File: src/rtl/axis_div_core.sv
// axis_div_core
// Iterative radix-2 restoring divider behind an AXI-stream style handshake.
// Each operand channel has its own one-deep buffer. Once both buffers hold
// an operand, the pair moves into the engine and the buffers are freed. The
// engine computes over W iteration cycles. The result is returned on a
// single-cycle strobe.
//
// Parameters:
//   W      operand width; quotient and remainder are each W bits
//   SIGNED 1 = two's-complement division truncating toward zero, 0 = unsigned
//
// Ports:
//   clk, resetn                 clock, synchronous active-low reset
//   s_axis_dividend_*           dividend channel (tready = buffer empty)
//   s_axis_divisor_*            divisor channel  (tready = buffer empty)
//   m_axis_dout_tvalid          one-cycle result strobe (no back-pressure)
//   m_axis_dout_tdata           {quotient, remainder}, held until next result
module axis_div_core #(
  parameter int W      = 32,
  parameter bit SIGNED = 1'b1
) (
  input  logic           clk,
  input  logic           resetn,
  input  logic           s_axis_dividend_tvalid,
  output logic           s_axis_dividend_tready,
  input  logic [W-1:0]   s_axis_dividend_tdata,
  input  logic           s_axis_divisor_tvalid,
  output logic           s_axis_divisor_tready,
  input  logic [W-1:0]   s_axis_divisor_tdata,
  output logic           m_axis_dout_tvalid,
  output logic [2*W-1:0] m_axis_dout_tdata
);

  localparam int CW = $clog2(W);

  typedef enum logic [1:0] {
    IDLE = 2'd0,
    LOAD = 2'd1,
    ITER = 2'd2,
    FIX  = 2'd3
  } state_t;

  state_t         state;
  state_t         state_nxt;
  logic           dvd_full;
  logic           dvs_full;
  logic [W-1:0]   dvd_buf;
  logic [W-1:0]   dvs_buf;
  logic [W-1:0]   dvd_op;
  logic [W-1:0]   dvs_op;
  logic [W-1:0]   rem;
  logic [W-1:0]   quo;
  logic [W-1:0]   dvs_mag;
  logic           quo_neg;
  logic           rem_neg;
  logic           dvs_zero;
  logic [CW-1:0]  cnt;
  logic           both_full;
  logic           take;
  logic           last_iter;
  logic [2*W-1:0] step;
  logic [W-1:0]   quo_fin;
  logic [W-1:0]   rem_fin;

  // Magnitude of an operand; identity in unsigned mode.
  function automatic logic [W-1:0] mag(input logic [W-1:0] x);
    if (SIGNED && x[W-1]) begin
      mag = -x;
    end else begin
      mag = x;
    end
  endfunction

  // One restoring step: shift {r, q} left and trial-subtract d.
  // quo holds the not-yet-consumed dividend bits in its upper part and the
  // quotient bits generated so far in its lower part.
  function automatic logic [2*W-1:0] div_step(input logic [W-1:0] r,
                                              input logic [W-1:0] q,
                                              input logic [W-1:0] d);
    logic [W:0] sh;
    logic [W:0] diff;
    sh   = {r, q[W-1]};
    diff = sh - {1'b0, d};
    if (!diff[W]) begin
      div_step = {diff[W-1:0], q[W-2:0], 1'b1};
    end else begin
      div_step = {sh[W-1:0], q[W-2:0], 1'b0};
    end
  endfunction

  assign s_axis_dividend_tready = ~dvd_full;
  assign s_axis_divisor_tready  = ~dvs_full;
  assign both_full = dvd_full & dvs_full;
  // The engine takes a new pair only when it is idle or finishing up.
  assign take      = both_full && ((state == IDLE) || (state == FIX));
  assign last_iter = (cnt == CW'(W - 1));
  assign step      = div_step(rem, quo, dvs_mag);
  // The divide-by-zero quotient stays all ones regardless of operand signs.
  assign quo_fin   = (quo_neg && !dvs_zero) ? -step[W-1:0] : step[W-1:0];
  assign rem_fin   = rem_neg ? -step[2*W-1:W] : step[2*W-1:W];

  // Dividend buffer: fills on handshake, empties when the engine takes it.
  always_ff @(posedge clk) begin
    if (!resetn) begin
      dvd_full <= 1'b0;
      dvd_buf  <= {W{1'b0}};
    end else if (take) begin
      dvd_full <= 1'b0;
    end else if (s_axis_dividend_tvalid && !dvd_full) begin
      dvd_full <= 1'b1;
      dvd_buf  <= s_axis_dividend_tdata;
    end
  end

  // Divisor buffer: fills on handshake, empties when the engine takes it.
  always_ff @(posedge clk) begin
    if (!resetn) begin
      dvs_full <= 1'b0;
      dvs_buf  <= {W{1'b0}};
    end else if (take) begin
      dvs_full <= 1'b0;
    end else if (s_axis_divisor_tvalid && !dvs_full) begin
      dvs_full <= 1'b1;
      dvs_buf  <= s_axis_divisor_tdata;
    end
  end

  // Engine state register.
  always_ff @(posedge clk) begin
    if (!resetn) begin
      state <= IDLE;
    end else begin
      state <= state_nxt;
    end
  end

  // Engine next-state logic.
  always_comb begin
    state_nxt = state;
    case (state)
      IDLE: begin
        if (both_full) state_nxt = LOAD;
        else           state_nxt = IDLE;
      end
      LOAD: state_nxt = ITER;
      ITER: begin
        if (last_iter) state_nxt = FIX;
        else           state_nxt = ITER;
      end
      FIX: begin
        if (both_full) state_nxt = LOAD;
        else           state_nxt = IDLE;
      end
      default: state_nxt = IDLE;
    endcase
  end

  // Engine datapath and result registers. The final iteration also applies
  // the sign fixup and registers the result, so the strobe is high while
  // the state is FIX.
  always_ff @(posedge clk) begin
    if (!resetn) begin
      dvd_op             <= {W{1'b0}};
      dvs_op             <= {W{1'b0}};
      rem                <= {W{1'b0}};
      quo                <= {W{1'b0}};
      dvs_mag            <= {W{1'b0}};
      quo_neg            <= 1'b0;
      rem_neg            <= 1'b0;
      dvs_zero           <= 1'b0;
      cnt                <= {CW{1'b0}};
      m_axis_dout_tvalid <= 1'b0;
      m_axis_dout_tdata  <= {(2*W){1'b0}};
    end else begin
      m_axis_dout_tvalid <= 1'b0;
      case (state)
        IDLE, FIX: begin
          if (take) begin
            dvd_op <= dvd_buf;
            dvs_op <= dvs_buf;
          end
        end
        LOAD: begin
          quo      <= mag(dvd_op);
          dvs_mag  <= mag(dvs_op);
          rem      <= {W{1'b0}};
          quo_neg  <= SIGNED & (dvd_op[W-1] ^ dvs_op[W-1]);
          rem_neg  <= SIGNED & dvd_op[W-1];
          dvs_zero <= (dvs_op == {W{1'b0}});
          cnt      <= {CW{1'b0}};
        end
        ITER: begin
          rem <= step[2*W-1:W];
          quo <= step[W-1:0];
          cnt <= cnt + CW'(1);
          if (last_iter) begin
            m_axis_dout_tvalid <= 1'b1;
            m_axis_dout_tdata  <= {quo_fin, rem_fin};
          end
        end
        default: begin
          cnt <= {CW{1'b0}};
        end
      endcase
    end
  end

endmodule

File: config.mk
export PLATFORM = sky130hd
export DESIGN_NAME = axis_div_core
export DESIGN_NICKNAME = d
export VERILOG_FILES = /design/src/rtl/axis_div_core.sv
export SDC_FILE = /design/constraint.sdc
export NUM_CORES = 1
export LEC_CHECK = 0
export ABC_AREA = 1
export CORE_ASPECT_RATIO = 2
export CORE_MARGIN = 2
export CORE_UTILIZATION = 38
export DETAILED_ROUTE_END_ITERATION = 16
export SLEW_MARGIN = 20
export SYNTH_ARGS = -nofsm -noshare
export SYNTH_HDL_FRONTEND = slang
export SYNTH_SLANG_ARGS = --single-unit
export TNS_END_PERCENT = 1
File: constraint.sdc
create_clock -name clk -period 10.1 [get_ports clk]
set_input_delay 2.525 -clock clk [delete_from_list [all_inputs] [get_ports clk]]
set_output_delay 2.525 -clock clk [all_outputs]
set_load 0.02 [all_outputs]
==> impl_metrics.prom, run 1 <==
# TYPE chip_impl_metric gauge
chip_impl_metric{name="grt_antenna_before_repair",unit=""} 0
chip_impl_metric{name="initial_utilization",unit=""} 0.385
chip_impl_metric{name="area_of_the_core_region",unit="µm²"} 44200
chip_impl_metric{name="synth-seq-cells",unit=""} 301
chip_impl_metric{name="wire_length_of_the_first_global_routing_pass",unit="µm"} 88300
chip_impl_metric{name="drtAntennaViolNets",unit=""} 0
chip_impl_metric{name="cts_max_level",unit=""} 1
chip_impl_metric{name="clock_insertion_delay_worst_skew",unit="ns"} 0.58
chip_impl_metric{name="p_switching",unit="µW"} 1280
chip_impl_metric{name="max_cap_viol_count",unit=""} 0
chip_impl_metric{name="seq_power_share",unit=""} 0.357
chip_impl_metric{name="via_count",unit=""} 16800
chip_impl_metric{name="floorplan.io_pins",unit=""} 135
chip_impl_metric{name="worst_clock_skew",unit="ns"} 0.0236
chip_impl_metric{name="synth_seq_area_share",unit=""} 0.354
chip_impl_metric{name="setup_viol",unit=""} 0
chip_impl_metric{name="number_of_post_cts_setup_repair_buffers",unit=""} 0
chip_impl_metric{name="postSynthAreaPerCell",unit="µm²"} 6.42
chip_impl_metric{name="pwr-share-clk",unit=""} 0.344
chip_impl_metric{name="place.detailed.hpwl",unit="µm"} 44000
chip_impl_metric{name="end_of_flow_core_utilization",unit=""} 0.447
chip_impl_metric{name="period_share",unit=""} 0.500
chip_impl_metric{name="detailedRoute.firstIterationViolations",unit=""} 792
chip_impl_metric{name="synth_area",unit="µm²"} 17000
chip_impl_metric{name="timing.setup.tns",unit="ns"} 0
chip_impl_metric{name="port_buffers",unit=""} 134
chip_impl_info{name="grt_setup_unrepaired",value="no"} 1
chip_impl_metric{name="globalRouteOverflowTotal",unit=""} 0
chip_impl_metric{name="postSynth.asyncResetShare",unit=""} 0
chip_impl_metric{name="layout-drive-gt1-share",unit=""} 0.0523
chip_impl_info{name="critical_path.startpoint_type",value="flop"} 1
chip_impl_info{name="holdCritPathClass",value="reg -> reg"} 1
chip_impl_info{name="outcome",value="finished clean"} 1
chip_impl_metric{name="area_growth",unit="%"} 16.2
chip_impl_metric{name="timing.slew.headroom",unit=""} 0.349
chip_impl_metric{name="routed_wl",unit="µm"} 56200
chip_impl_metric{name="clkSlewWorstSetupHoldPaths",unit="ns"} 0.07
chip_impl_metric{name="placementRows",unit=""} 109
chip_impl_metric{name="die_area",unit="µm²"} 46500
chip_impl_metric{name="fmax",unit="MHz"} 198
chip_impl_metric{name="count_of_unique_library_cells_instantiated_by_yosys",unit=""} 50
chip_impl_metric{name="power_frac_comb",unit=""} 0.300
chip_impl_metric{name="timing_worst_slew_pin_value",unit="ns"} 0.976
chip_impl_metric{name="max-vdd-ir-drop",unit="mV"} 0.128
chip_impl_metric{name="p_int",unit="µW"} 2250
chip_impl_metric{name="power.static_leakage",unit="µW"} 0.00915
chip_impl_metric{name="netlist_instances",unit=""} 2646
chip_impl_metric{name="tritoncts.num_buffers",unit=""} 29
chip_impl_metric{name="vias_per_cell",unit=""} 5.12
chip_impl_info{name="timing.critical_path.to_type",value="flop"} 1
chip_impl_metric{name="cp_data_arrival_time",unit="ns"} 5.53
chip_impl_metric{name="timing.critical_path.fanout_max",unit=""} 34
chip_impl_metric{name="power_density",unit="nW/µm²"} 179
chip_impl_metric{name="power_switching_share",unit=""} 0.363
chip_impl_info{name="tritoncts",value="done"} 1
chip_impl_metric{name="hold_viol_final",unit=""} 0
chip_impl_metric{name="worst_hold_slack",unit="ns"} 0.468
chip_impl_info{name="layout_commonest_cell",value="sky130_fd_sc_hd__nand2_1"} 1
chip_impl_metric{name="avgRoutedWirePerCell",unit="µm"} 17.1
chip_impl_info{name="critical-path-slowest-cell",value="sky130_fd_sc_hd__nor3_1"} 1
chip_impl_metric{name="required",unit="ns"} 10.58
chip_impl_metric{name="overall_track_demand_over_capacity_in_global_routing",unit=""} 0.238
chip_impl_metric{name="gp_congestion",unit=""} 0.964
chip_impl_metric{name="first_pass_iters",unit=""} 8
chip_impl_metric{name="die_width",unit="µm"} 154
chip_impl_metric{name="grt_start_max_net_pins",unit=""} 130
chip_impl_metric{name="shortest_period_the_worst_path_allows",unit="ns"} 5.05
chip_impl_metric{name="synthesis.yosys.warnings",unit=""} 0
chip_impl_info{name="ctsRootBufferMaster",value="sky130_fd_sc_hd__clkbuf_16"} 1
chip_impl_metric{name="post_cts_hold_buffer_count",unit=""} 0
chip_impl_metric{name="final_max_slew_viol_count",unit=""} 0
chip_impl_metric{name="die-height",unit="µm"} 303
chip_impl_metric{name="cp_peak_stage_delay",unit="ns"} 0.47
chip_impl_metric{name="post_synthesis_net_count",unit=""} 2756
chip_impl_metric{name="n_antenna_cell",unit=""} 0
chip_impl_info{name="dominantRegCellSynth",value="sky130_fd_sc_hd__dfxtp_1"} 1
chip_impl_info{name="critical_path.most_common_cell",value="sky130_fd_sc_hd__nand2_1"} 1
chip_impl_info{name="layout.cells.most_common_list",value="sky130_fd_sc_hd__nand2_1 (637), sky130_fd_sc_hd__inv_1 (397), sky130_fd_sc_hd__nor2_1 (314)"} 1
chip_impl_metric{name="postPlaceCellArea",unit="µm²"} 18700
chip_impl_metric{name="whs_path_depth",unit=""} 2
chip_impl_metric{name="cts_sinks",unit=""} 301
chip_impl_metric{name="count_of_flip_flops_with_a_built_in_enable_after_synthesis",unit=""} 0
chip_impl_info{name="worstSetupPathType",value="reg -> reg"} 1
chip_impl_metric{name="postCtsResizedCells",unit=""} 0
chip_impl_metric{name="finish.net_count",unit=""} 2821
chip_impl_metric{name="final_area",unit="µm²"} 19800
chip_impl_metric{name="drt_drc_violations_left",unit=""} 0
chip_impl_metric{name="clock_tree.buffer_depth",unit=""} 3
chip_impl_metric{name="rr_worst_depth",unit=""} 28
chip_impl_metric{name="grt_pass1_vias",unit=""} 16600
==> worst max-delay path, delay by kind of cell (launching register included) <==
family | cells | cell delay (ns)
flops | 1 | 0.37
simple gates | 16 | 2.31
buf+inv | 3 | 0.22
fa+ha+maj | 3 | 0.91
compound gates | 6 | 1.14
==> power by group through the flow <==
| stage | Sequential (µW) | Clock, µW | Combinational, µW |
|---|---|---|---|
| after detailed placement | 1290 | 0 | 1050 |
| after global placement | 1290 | 0 | 1050 |
| after CTS | 1260 | 1240 | 1060 |
| after floorplan | 1280 | 0 | 749 |
| final | 1260 | 1210 | 1060 |
| after global routing | 1270 | 1280 | 1170 |
==> per-stage QoR <==
stage                     setup WS, ns  instances  power, µW
after floorplan                   6.11       2646       2030
after global placement            5.20       3235       2340
after detailed placement          5.16       3235       2340
after CTS                         5.14       3287       3560
after global routing              4.62       3287       3720
final                             5.05       3287       3540
==> cells in the mapped netlist, types with 2 or more instances <==
library cell,n,share of area
sky130_fd_sc_hd__a211oi_1,3,0.0013
sky130_fd_sc_hd__a21oi_1,188,0.055
sky130_fd_sc_hd__a22oi_1,2,0.00088
sky130_fd_sc_hd__a31oi_1,25,0.0092
sky130_fd_sc_hd__and2_1,2,0.00074
sky130_fd_sc_hd__buf_1,7,0.0015
sky130_fd_sc_hd__buf_2,3,0.00088
sky130_fd_sc_hd__buf_6,4,0.0026
sky130_fd_sc_hd__clkbuf_1,99,0.022
sky130_fd_sc_hd__dfxtp_1,301,0.35
sky130_fd_sc_hd__ha_1,41,0.030
sky130_fd_sc_hd__inv_1,397,0.088
sky130_fd_sc_hd__inv_2,8,0.0018
sky130_fd_sc_hd__nand2_1,637,0.14
sky130_fd_sc_hd__nand2_2,36,0.013
sky130_fd_sc_hd__nand2_4,5,0.0033
sky130_fd_sc_hd__nand3_1,116,0.034
sky130_fd_sc_hd__nand3b_1,10,0.0044
sky130_fd_sc_hd__nand4_1,19,0.0070
sky130_fd_sc_hd__nor2_1,315,0.070
sky130_fd_sc_hd__nor2_2,11,0.0040
sky130_fd_sc_hd__nor2_4,3,0.0020
sky130_fd_sc_hd__nor3_1,29,0.0085
sky130_fd_sc_hd__nor3_2,2,0.0012
sky130_fd_sc_hd__nor4_1,7,0.0026
sky130_fd_sc_hd__o211ai_1,13,0.0057
sky130_fd_sc_hd__o21ai_0,220,0.065
sky130_fd_sc_hd__o21ai_1,9,0.0026
sky130_fd_sc_hd__o21ai_2,3,0.0015
sky130_fd_sc_hd__o21bai_1,4,0.0018
sky130_fd_sc_hd__o221ai_1,27,0.014
sky130_fd_sc_hd__o22ai_1,19,0.0070
sky130_fd_sc_hd__o31ai_1,5,0.0022
sky130_fd_sc_hd__or2_2,3,0.0011
sky130_fd_sc_hd__xnor2_1,11,0.0057
sky130_fd_sc_hd__xor2_1,48,0.025
==> state kept, by name (all words and copies together), names as in the netlist <==
signal              cells
cnt                     5
dvd_buf                32
dvd_full                1
dvd_op                 32
dvs_buf                32
dvs_full                1
dvs_mag                32
dvs_op                 32
dvs_zero                1
m_axis_dout_tdata      64
m_axis_dout_tvalid      1
quo                    32
quo_neg                 1
rem                    32
rem_neg                 1
state                   2
==> kinds of logic (layout without fill, tap and decap cells) <==
kind of cell	count (synthesis)	after routing	share of synthesized area
simple gates	1199	1199	0.296
compound gates	525	525	0.170
buf+inv	520	606	0.118
flops	301	301	0.354
xor+xnor	59	59	0.0304
fa+ha+maj	42	42	0.0314
==> worst paths after layout <==
path	start	end	slack, ns
worst max-delay path	quo[31]$_SDFFE_PN0P_	m_axis_dout_tdata[62]$_SDFFE_PN0P_	5.05
worst min-delay path	dvs_mag[31]$_SDFFE_PN0N_	dvs_mag[31]$_SDFFE_PN0N_	0.47
worst max register to register	quo[31]$_SDFFE_PN0P_	m_axis_dout_tdata[62]$_SDFFE_PN0P_	5.05
worst min register to register	dvs_mag[31]$_SDFFE_PN0N_	dvs_mag[31]$_SDFFE_PN0N_	0.47
==> metal layers <==
layer	GRT usage	wire length (µm)	up-vias
met1	0.240	20600	7661
li1	-	-	8556
met4	0.170	4530	0
met2	0.451	29100	456
met5	0	0	-
met3	0.0231	2030	157
==> cell type report <==
class	instances	area [µm²]
well taps	555	694
clock buffers	39	833
fillers	4746	24400
repair buffers	148	1450
multi-input cells	1825	9000
clock inverters	13	224
flip-flops and latches	301	6030
inverters	406	1520
(Power assumes the default switching activity.)
==> inputs of run 2 (changes only) <==
Clock period 10.1 ns to 4.85 ns, I/O delays scaled along.
==> impl_metrics.prom, run 2 (same netlist as run 1, synthesis figures left out) <==
# TYPE chip_impl_metric gauge
chip_impl_info{name="outcome",value="finished clean"} 1
chip_impl_metric{name="required",unit="ns"} 5.33
chip_impl_metric{name="power.static_leakage",unit="µW"} 0.00912
chip_impl_metric{name="grt_antenna_before_repair",unit=""} 0
chip_impl_info{name="tritoncts",value="done"} 1
chip_impl_metric{name="p_switching",unit="µW"} 2760
chip_impl_info{name="timing.critical_path.to_type",value="flop"} 1
chip_impl_metric{name="power_frac_comb",unit=""} 0.314
chip_impl_info{name="critical-path-slowest-cell",value="sky130_fd_sc_hd__fa_1"} 1
chip_impl_metric{name="setup_viol",unit=""} 0
chip_impl_metric{name="die_area",unit="µm²"} 46500
chip_impl_metric{name="avgRoutedWirePerCell",unit="µm"} 17.5
chip_impl_metric{name="drt_drc_violations_left",unit=""} 0
chip_impl_metric{name="pwr-share-clk",unit=""} 0.325
chip_impl_metric{name="worst-path-buf-inv",unit=""} 4
chip_impl_metric{name="via_count",unit=""} 16700
chip_impl_metric{name="final_max_slew_viol_count",unit=""} 0
chip_impl_metric{name="period_share",unit=""} 0.888
chip_impl_metric{name="p_int",unit="µW"} 4520
chip_impl_metric{name="postCtsResizedCells",unit=""} 0
chip_impl_info{name="worstSetupPathType",value="reg -> reg"} 1
chip_impl_metric{name="largest_register_ff_count",unit=""} 64
chip_impl_metric{name="timing.slew.headroom",unit=""} 0.375
chip_impl_metric{name="hold_viol_final",unit=""} 0
chip_impl_metric{name="filler_cell_count",unit=""} 4781
chip_impl_metric{name="place.detailed.hpwl",unit="µm"} 44600
chip_impl_info{name="largest_register",value="m_axis_dout_tdata"} 1
chip_impl_info{name="layout_commonest_cell",value="sky130_fd_sc_hd__nand2_1"} 1
chip_impl_metric{name="wire_length_of_the_first_global_routing_pass",unit="µm"} 89700
chip_impl_metric{name="fmax",unit="MHz"} 232
chip_impl_metric{name="routed_wl",unit="µm"} 57500
chip_impl_metric{name="clock_tree.buffer_depth",unit=""} 3
chip_impl_info{name="ctsRootBufferMaster",value="sky130_fd_sc_hd__clkbuf_16"} 1
chip_impl_info{name="holdCritPathClass",value="reg -> reg"} 1
chip_impl_metric{name="area_of_the_core_region",unit="µm²"} 44200
chip_impl_metric{name="grt_start_max_net_pins",unit=""} 142
chip_impl_metric{name="postPlaceCellArea",unit="µm²"} 18700
chip_impl_metric{name="max_cap_viol_count",unit=""} 0
chip_impl_metric{name="cts_sinks",unit=""} 301
chip_impl_metric{name="number_of_post_cts_setup_repair_buffers",unit=""} 0
chip_impl_metric{name="drtAntennaViolNets",unit=""} 0
chip_impl_metric{name="die_width",unit="µm"} 154
chip_impl_metric{name="timing.critical_path.fanout_max",unit=""} 4
chip_impl_metric{name="clock_insertion_delay_worst_skew",unit="ns"} 0.58
chip_impl_metric{name="final_area",unit="µm²"} 19700
chip_impl_metric{name="port_buffers",unit=""} 134
chip_impl_metric{name="overall_track_demand_over_capacity_in_global_routing",unit=""} 0.244
chip_impl_info{name="critical_path.most_common_cell",value="sky130_fd_sc_hd__nand2_1"} 1
chip_impl_metric{name="end_of_flow_core_utilization",unit=""} 0.446
chip_impl_metric{name="vias_per_cell",unit=""} 5.07
chip_impl_metric{name="gp_congestion",unit=""} 0.954
chip_impl_metric{name="grt_pass1_vias",unit=""} 16400
chip_impl_metric{name="first_pass_iters",unit=""} 5
chip_impl_metric{name="power_density",unit="nW/µm²"} 369
chip_impl_metric{name="tritoncts.num_buffers",unit=""} 28
chip_impl_metric{name="area_growth",unit="%"} 15.9
chip_impl_metric{name="post_cts_hold_buffer_count",unit=""} 0
chip_impl_info{name="grt_setup_unrepaired",value="no"} 1
chip_impl_metric{name="power_switching_share",unit=""} 0.379
chip_impl_metric{name="worst_clock_skew",unit="ns"} 0.0234
chip_impl_info{name="layout.cells.most_common_list",value="sky130_fd_sc_hd__nand2_1 (637), sky130_fd_sc_hd__inv_1 (397), sky130_fd_sc_hd__nor2_1 (314)"} 1
chip_impl_metric{name="seq_power_share",unit=""} 0.361
chip_impl_metric{name="timing_worst_slew_pin_value",unit="ns"} 0.937
chip_impl_metric{name="finish.net_count",unit=""} 2826
chip_impl_metric{name="cp_peak_stage_delay",unit="ns"} 0.40
chip_impl_metric{name="total_power",unit="µW"} 7280
chip_impl_metric{name="initial_utilization",unit=""} 0.385
chip_impl_metric{name="timing.setup.tns",unit="ns"} 0
chip_impl_metric{name="die-height",unit="µm"} 303
chip_impl_metric{name="cp_data_arrival_time",unit="ns"} 4.79
chip_impl_info{name="critical_path.startpoint_type",value="flop"} 1
chip_impl_metric{name="n_antenna_cell",unit=""} 0
chip_impl_metric{name="placementRows",unit=""} 109
chip_impl_metric{name="globalRouteOverflowTotal",unit=""} 0
chip_impl_metric{name="layout-drive-gt1-share",unit=""} 0.0533
chip_impl_metric{name="detailedRoute.firstIterationViolations",unit=""} 750
chip_impl_metric{name="floorplan.io_pins",unit=""} 135
chip_impl_metric{name="cts_max_level",unit=""} 1
chip_impl_metric{name="shortest_period_the_worst_path_allows",unit="ns"} 4.31
chip_impl_info{name="path_delay_family",value="simple AND/OR/NAND/NOR gates"} 1
chip_impl_metric{name="clkSlewWorstSetupHoldPaths",unit="ns"} 0.07
chip_impl_metric{name="max-vdd-ir-drop",unit="mV"} 0.283
[run 2: changes by cell type in the layout (fill, tap and decap cells not counted), moves of 2 or more]
cell and change:
sky130_fd_sc_hd__buf_4 +6, sky130_fd_sc_hd__bufinv_16 -2, sky130_fd_sc_hd__clkbuf_1 +2, sky130_fd_sc_hd__clkbuf_8 -6
sky130_fd_sc_hd__clkinv_2 -2, sky130_fd_sc_hd__clkinv_4 +4, sky130_fd_sc_hd__clkinvlp_4 +2
[run 2: final cells by class]
class | count | area (µm²) | share of cell area
multi-input combinational | 1825 | 8990 | 0.456
sequential | 301 | 6030 | 0.306
inverter | 406 | 1520 | 0.0773
timing repair buffer | 154 | 1510 | 0.0764
clock buffer | 35 | 758 | 0.0385
tap | 555 | 694 | 0.0352
clock inverter | 16 | 213 | 0.0108
[run 2: path summary, 6_finish.rpt]
path	from	end	slack, ns	depth (start not counted)
max	quo[31]$_SDFFE_PN0P_	m_axis_dout_tdata[62]$_SDFFE_PN0P_	0.54	29
min	dvs_zero$_SDFFE_PN0N_	dvs_zero$_SDFFE_PN0N_	0.47	2
max reg2reg	quo[31]$_SDFFE_PN0P_	m_axis_dout_tdata[62]$_SDFFE_PN0P_	0.54	29
min reg2reg	dvs_zero$_SDFFE_PN0N_	dvs_zero$_SDFFE_PN0N_	0.47	2
[run 2: through the flow]
step | instances | hold WS (ns) | setup WS, ns
3_5_place_dp | 3241 | 0.461 | 0.511
3_3_place_gp | 3241 | 0.447 | 0.474
5_1_grt | 3292 | 0.492 | 0.0706
2_1_floorplan | 2646 | 0.437 | 0.863
4_1_cts | 3292 | 0.472 | 0.501
6_report | 3292 | 0.474 | 0.542
[run 2: power groups by stage]
stage / Sequential [µW] / Clock (µW) / Combinational [µW]
final: 2630 / 2370 / 2290
after global routing: 2640 / 2510 / 2530
after CTS: 2630 / 2430 / 2280
after detailed placement: 2680 / 0 / 2280
after global placement: 2680 / 0 / 2270
after floorplan: 2660 / 0 / 1560
[run 2: per-layer routing]
layer / track usage / wire length, µm / vias up
met5: 0 / 0 / -
met4: 0.149 / 3920 / 0
met3: 0.0222 / 1990 / 126
met2: 0.472 / 30300 / 422
met1: 0.249 / 21200 / 7591
li1: - / - / 8556
[run 2: worst register-to-register path: cells and delay by family, from the launching register on]
family	cells	cell delay (ns)
flops	1	0.37
fa+ha+maj	3	0.82
compound gates	6	1.00
buf+inv	4	0.38
simple gates	16	1.65
==> inputs of run 3 (changes only) <==
Settings changed: CAP_MARGIN set to 10, CORE_MARGIN 2 to unset, CTS_BUF_LIST set to sky130_fd_sc_hd__clkbuf_8.
==> impl_metrics.prom, run 3 (same netlist as run 1, synthesis figures left out) <==
# TYPE chip_impl_metric gauge
chip_impl_info{name="critical_path.most_common_cell",value="sky130_fd_sc_hd__nand2_1"} 1
chip_impl_metric{name="finalNonFillerCells",unit=""} 3322
chip_impl_metric{name="power_density",unit="nW/µm²"} 366
chip_impl_info{name="outcome",value="finished clean"} 1
chip_impl_metric{name="vias_per_cell",unit=""} 5.05
chip_impl_metric{name="postPlaceCellArea",unit="µm²"} 18700
chip_impl_metric{name="worst_clock_skew",unit="ns"} 0.0192
chip_impl_metric{name="placementRows",unit=""} 109
chip_impl_metric{name="hold_viol_final",unit=""} 0
chip_impl_metric{name="place.detailed.hpwl",unit="µm"} 43900
chip_impl_info{name="path_delay_family",value="simple AND/OR/NAND/NOR gates"} 1
chip_impl_metric{name="clock_tree.buffer_depth",unit=""} 3
chip_impl_metric{name="grt_pass1_vias",unit=""} 16800
chip_impl_metric{name="wire_length_of_the_first_global_routing_pass",unit="µm"} 89900
chip_impl_metric{name="gp_congestion",unit=""} 0.939
chip_impl_info{name="ctsRootBufferMaster",value="sky130_fd_sc_hd__clkbuf_8"} 1
chip_impl_metric{name="post_cts_hold_buffer_count",unit=""} 0
chip_impl_metric{name="area_growth",unit="%"} 16.3
chip_impl_info{name="tritoncts",value="done"} 1
chip_impl_metric{name="timing.setup.tns",unit="ns"} 0
chip_impl_metric{name="first_pass_iters",unit=""} 5
chip_impl_metric{name="detailedRoute.firstIterationViolations",unit=""} 832
chip_impl_info{name="layout_commonest_cell",value="sky130_fd_sc_hd__nand2_1"} 1
chip_impl_metric{name="worst-path-buf-inv",unit=""} 4
chip_impl_metric{name="clkSlewWorstSetupHoldPaths",unit="ns"} 0.07
chip_impl_metric{name="grt_start_max_net_pins",unit=""} 178
chip_impl_metric{name="cts_max_level",unit=""} 2
chip_impl_metric{name="avgRoutedWirePerCell",unit="µm"} 17.1
chip_impl_info{name="layout.cells.most_common_list",value="sky130_fd_sc_hd__nand2_1 (637), sky130_fd_sc_hd__inv_1 (406), sky130_fd_sc_hd__nor2_1 (314)"} 1
chip_impl_metric{name="floorplan.io_pins",unit=""} 135
chip_impl_metric{name="port_buffers",unit=""} 134
chip_impl_metric{name="tritoncts.num_buffers",unit=""} 46
chip_impl_metric{name="largest_register_ff_count",unit=""} 64
chip_impl_metric{name="setup_viol",unit=""} 0
chip_impl_info{name="holdCritPathClass",value="reg -> reg"} 1
chip_impl_metric{name="required",unit="ns"} 5.35
chip_impl_metric{name="overall_track_demand_over_capacity_in_global_routing",unit=""} 0.256
chip_impl_info{name="critical-path-slowest-cell",value="sky130_fd_sc_hd__fa_1"} 1
chip_impl_metric{name="fmax",unit="MHz"} 229
chip_impl_info{name="critical_path.startpoint_type",value="flop"} 1
chip_impl_metric{name="drtAntennaViolNets",unit=""} 0
chip_impl_metric{name="layout-drive-gt1-share",unit=""} 0.0618
chip_impl_metric{name="finish.net_count",unit=""} 2842
chip_impl_metric{name="drt_drc_violations_left",unit=""} 0
chip_impl_metric{name="period_share",unit=""} 0.900
chip_impl_metric{name="max_cap_viol_count",unit=""} 0
chip_impl_metric{name="area_of_the_core_region",unit="µm²"} 44200
chip_impl_metric{name="total_power",unit="µW"} 7240
chip_impl_metric{name="final_max_slew_viol_count",unit=""} 0
chip_impl_metric{name="die_width",unit="µm"} 152
chip_impl_metric{name="max-vdd-ir-drop",unit="mV"} 0.215
chip_impl_info{name="worstSetupPathType",value="reg -> reg"} 1
chip_impl_metric{name="via_count",unit=""} 16800
chip_impl_metric{name="cp_peak_stage_delay",unit="ns"} 0.39
chip_impl_metric{name="shortest_period_the_worst_path_allows",unit="ns"} 4.37
chip_impl_metric{name="placed_cells_incl_taps",unit=""} 3239
chip_impl_metric{name="die_area",unit="µm²"} 45600
chip_impl_info{name="largest_register",value="m_axis_dout_tdata"} 1
chip_impl_metric{name="initial_utilization",unit=""} 0.385
chip_impl_metric{name="clock_insertion_delay_worst_skew",unit="ns"} 0.61
chip_impl_metric{name="timing.critical_path.fanout_max",unit=""} 4
chip_impl_metric{name="globalRouteOverflowTotal",unit=""} 0
chip_impl_metric{name="filler_cell_count",unit=""} 4777
chip_impl_metric{name="cp_data_arrival_time",unit="ns"} 4.87
chip_impl_metric{name="routed_wl",unit="µm"} 56900
chip_impl_metric{name="timing.slew.headroom",unit=""} 0.338
chip_impl_info{name="grt_setup_unrepaired",value="no"} 1
chip_impl_metric{name="grt_antenna_before_repair",unit=""} 1
chip_impl_metric{name="timing_worst_slew_pin_value",unit="ns"} 0.992
chip_impl_metric{name="die-height",unit="µm"} 301
chip_impl_info{name="timing.critical_path.to_type",value="flop"} 1
chip_impl_metric{name="cts_sinks",unit=""} 301
chip_impl_metric{name="final_area",unit="µm²"} 19800
chip_impl_metric{name="power.static_leakage",unit="µW"} 0.00921
run 3: cell count changes in the layout (fill, tap and decap cells not counted), sizes merged:
cell,before,now
buf,21,19
bufinv,4,3
inv,407,416
clkinv,7,6
diode,0,1
clkbuf,35,61
clkinvlp,4,2
run 3: stage by stage:
| step | setup WS, ns | utilization | hold slack [ns] |
|---|---|---|---|
| floorplan | 0.863 | - | 0.437 |
| global placement | 0.456 | 0.424 | 0.446 |
| detailed placement | 0.438 | 0.424 | 0.456 |
| CTS | 0.413 | 0.447 | 0.471 |
| global route | 0.0445 | 0.447 | 0.502 |
| finish | 0.483 | 0.447 | 0.471 |
run 3: repair_timing:
action | 4_1_cts | 5_1_grt
resized for setup | 0 | 1
buffers inserted | 0 | 0
endpoints found under the setup margin | 0 | 1
run 3: worst min-delay path, delay by kind of cell (launching register included):
family	cells	cell delay, ns
AO/OA/AOI/OAI	1	0.06
flip-flops	1	0.31
AND/OR/NAND/NOR	1	0.06
run 3: path summary, 6_finish.rpt:
kind / start / to / slack [ns] / cells after the start
setup / recovery: quo[31]$_SDFFE_PN0P_ / m_axis_dout_tdata[62]$_SDFFE_PN0P_ / 0.48 / 29
hold / removal: dvs_zero$_SDFFE_PN0N_ / dvs_zero$_SDFFE_PN0N_ / 0.47 / 2
setup reg to reg: quo[31]$_SDFFE_PN0P_ / m_axis_dout_tdata[62]$_SDFFE_PN0P_ / 0.48 / 29
hold reg to reg: dvs_zero$_SDFFE_PN0N_ / dvs_zero$_SDFFE_PN0N_ / 0.47 / 2
run 3: final cells by class:
cell class / count / area, µm² / share of cell area
inverter: 406 / 1520 / 0.0771
tap: 555 / 694 / 0.0351
sequential: 301 / 6030 / 0.305
clock buffer: 61 / 840 / 0.0425
antenna: 1 / 2.50 / 0.000127
clock inverter: 21 / 193 / 0.00975
timing repair buffer: 152 / 1490 / 0.0756
multi-input combinational: 1825 / 8990 / 0.455
run 3: metal layers:
layer	wire length [µm]	GRT usage	share of wire	vias to the layer above
met5	0	0	0	-
met4	4060	0.166	0.071	0
li1	-	-	-	8610
met2	29800	0.476	0.52	426
met3	2090	0.0290	0.037	163
met1	21000	0.263	0.37	7563
run 3: power breakdown:
part	internal (µW)	switching (µW)	total [µW]	leakage, µW
logic	619	1630	2250	0.00620
registers	2570	62.3	2630	0.00245
clock network	1290	1060	2360	0.000561
total	4480	2760	7240	0.00921
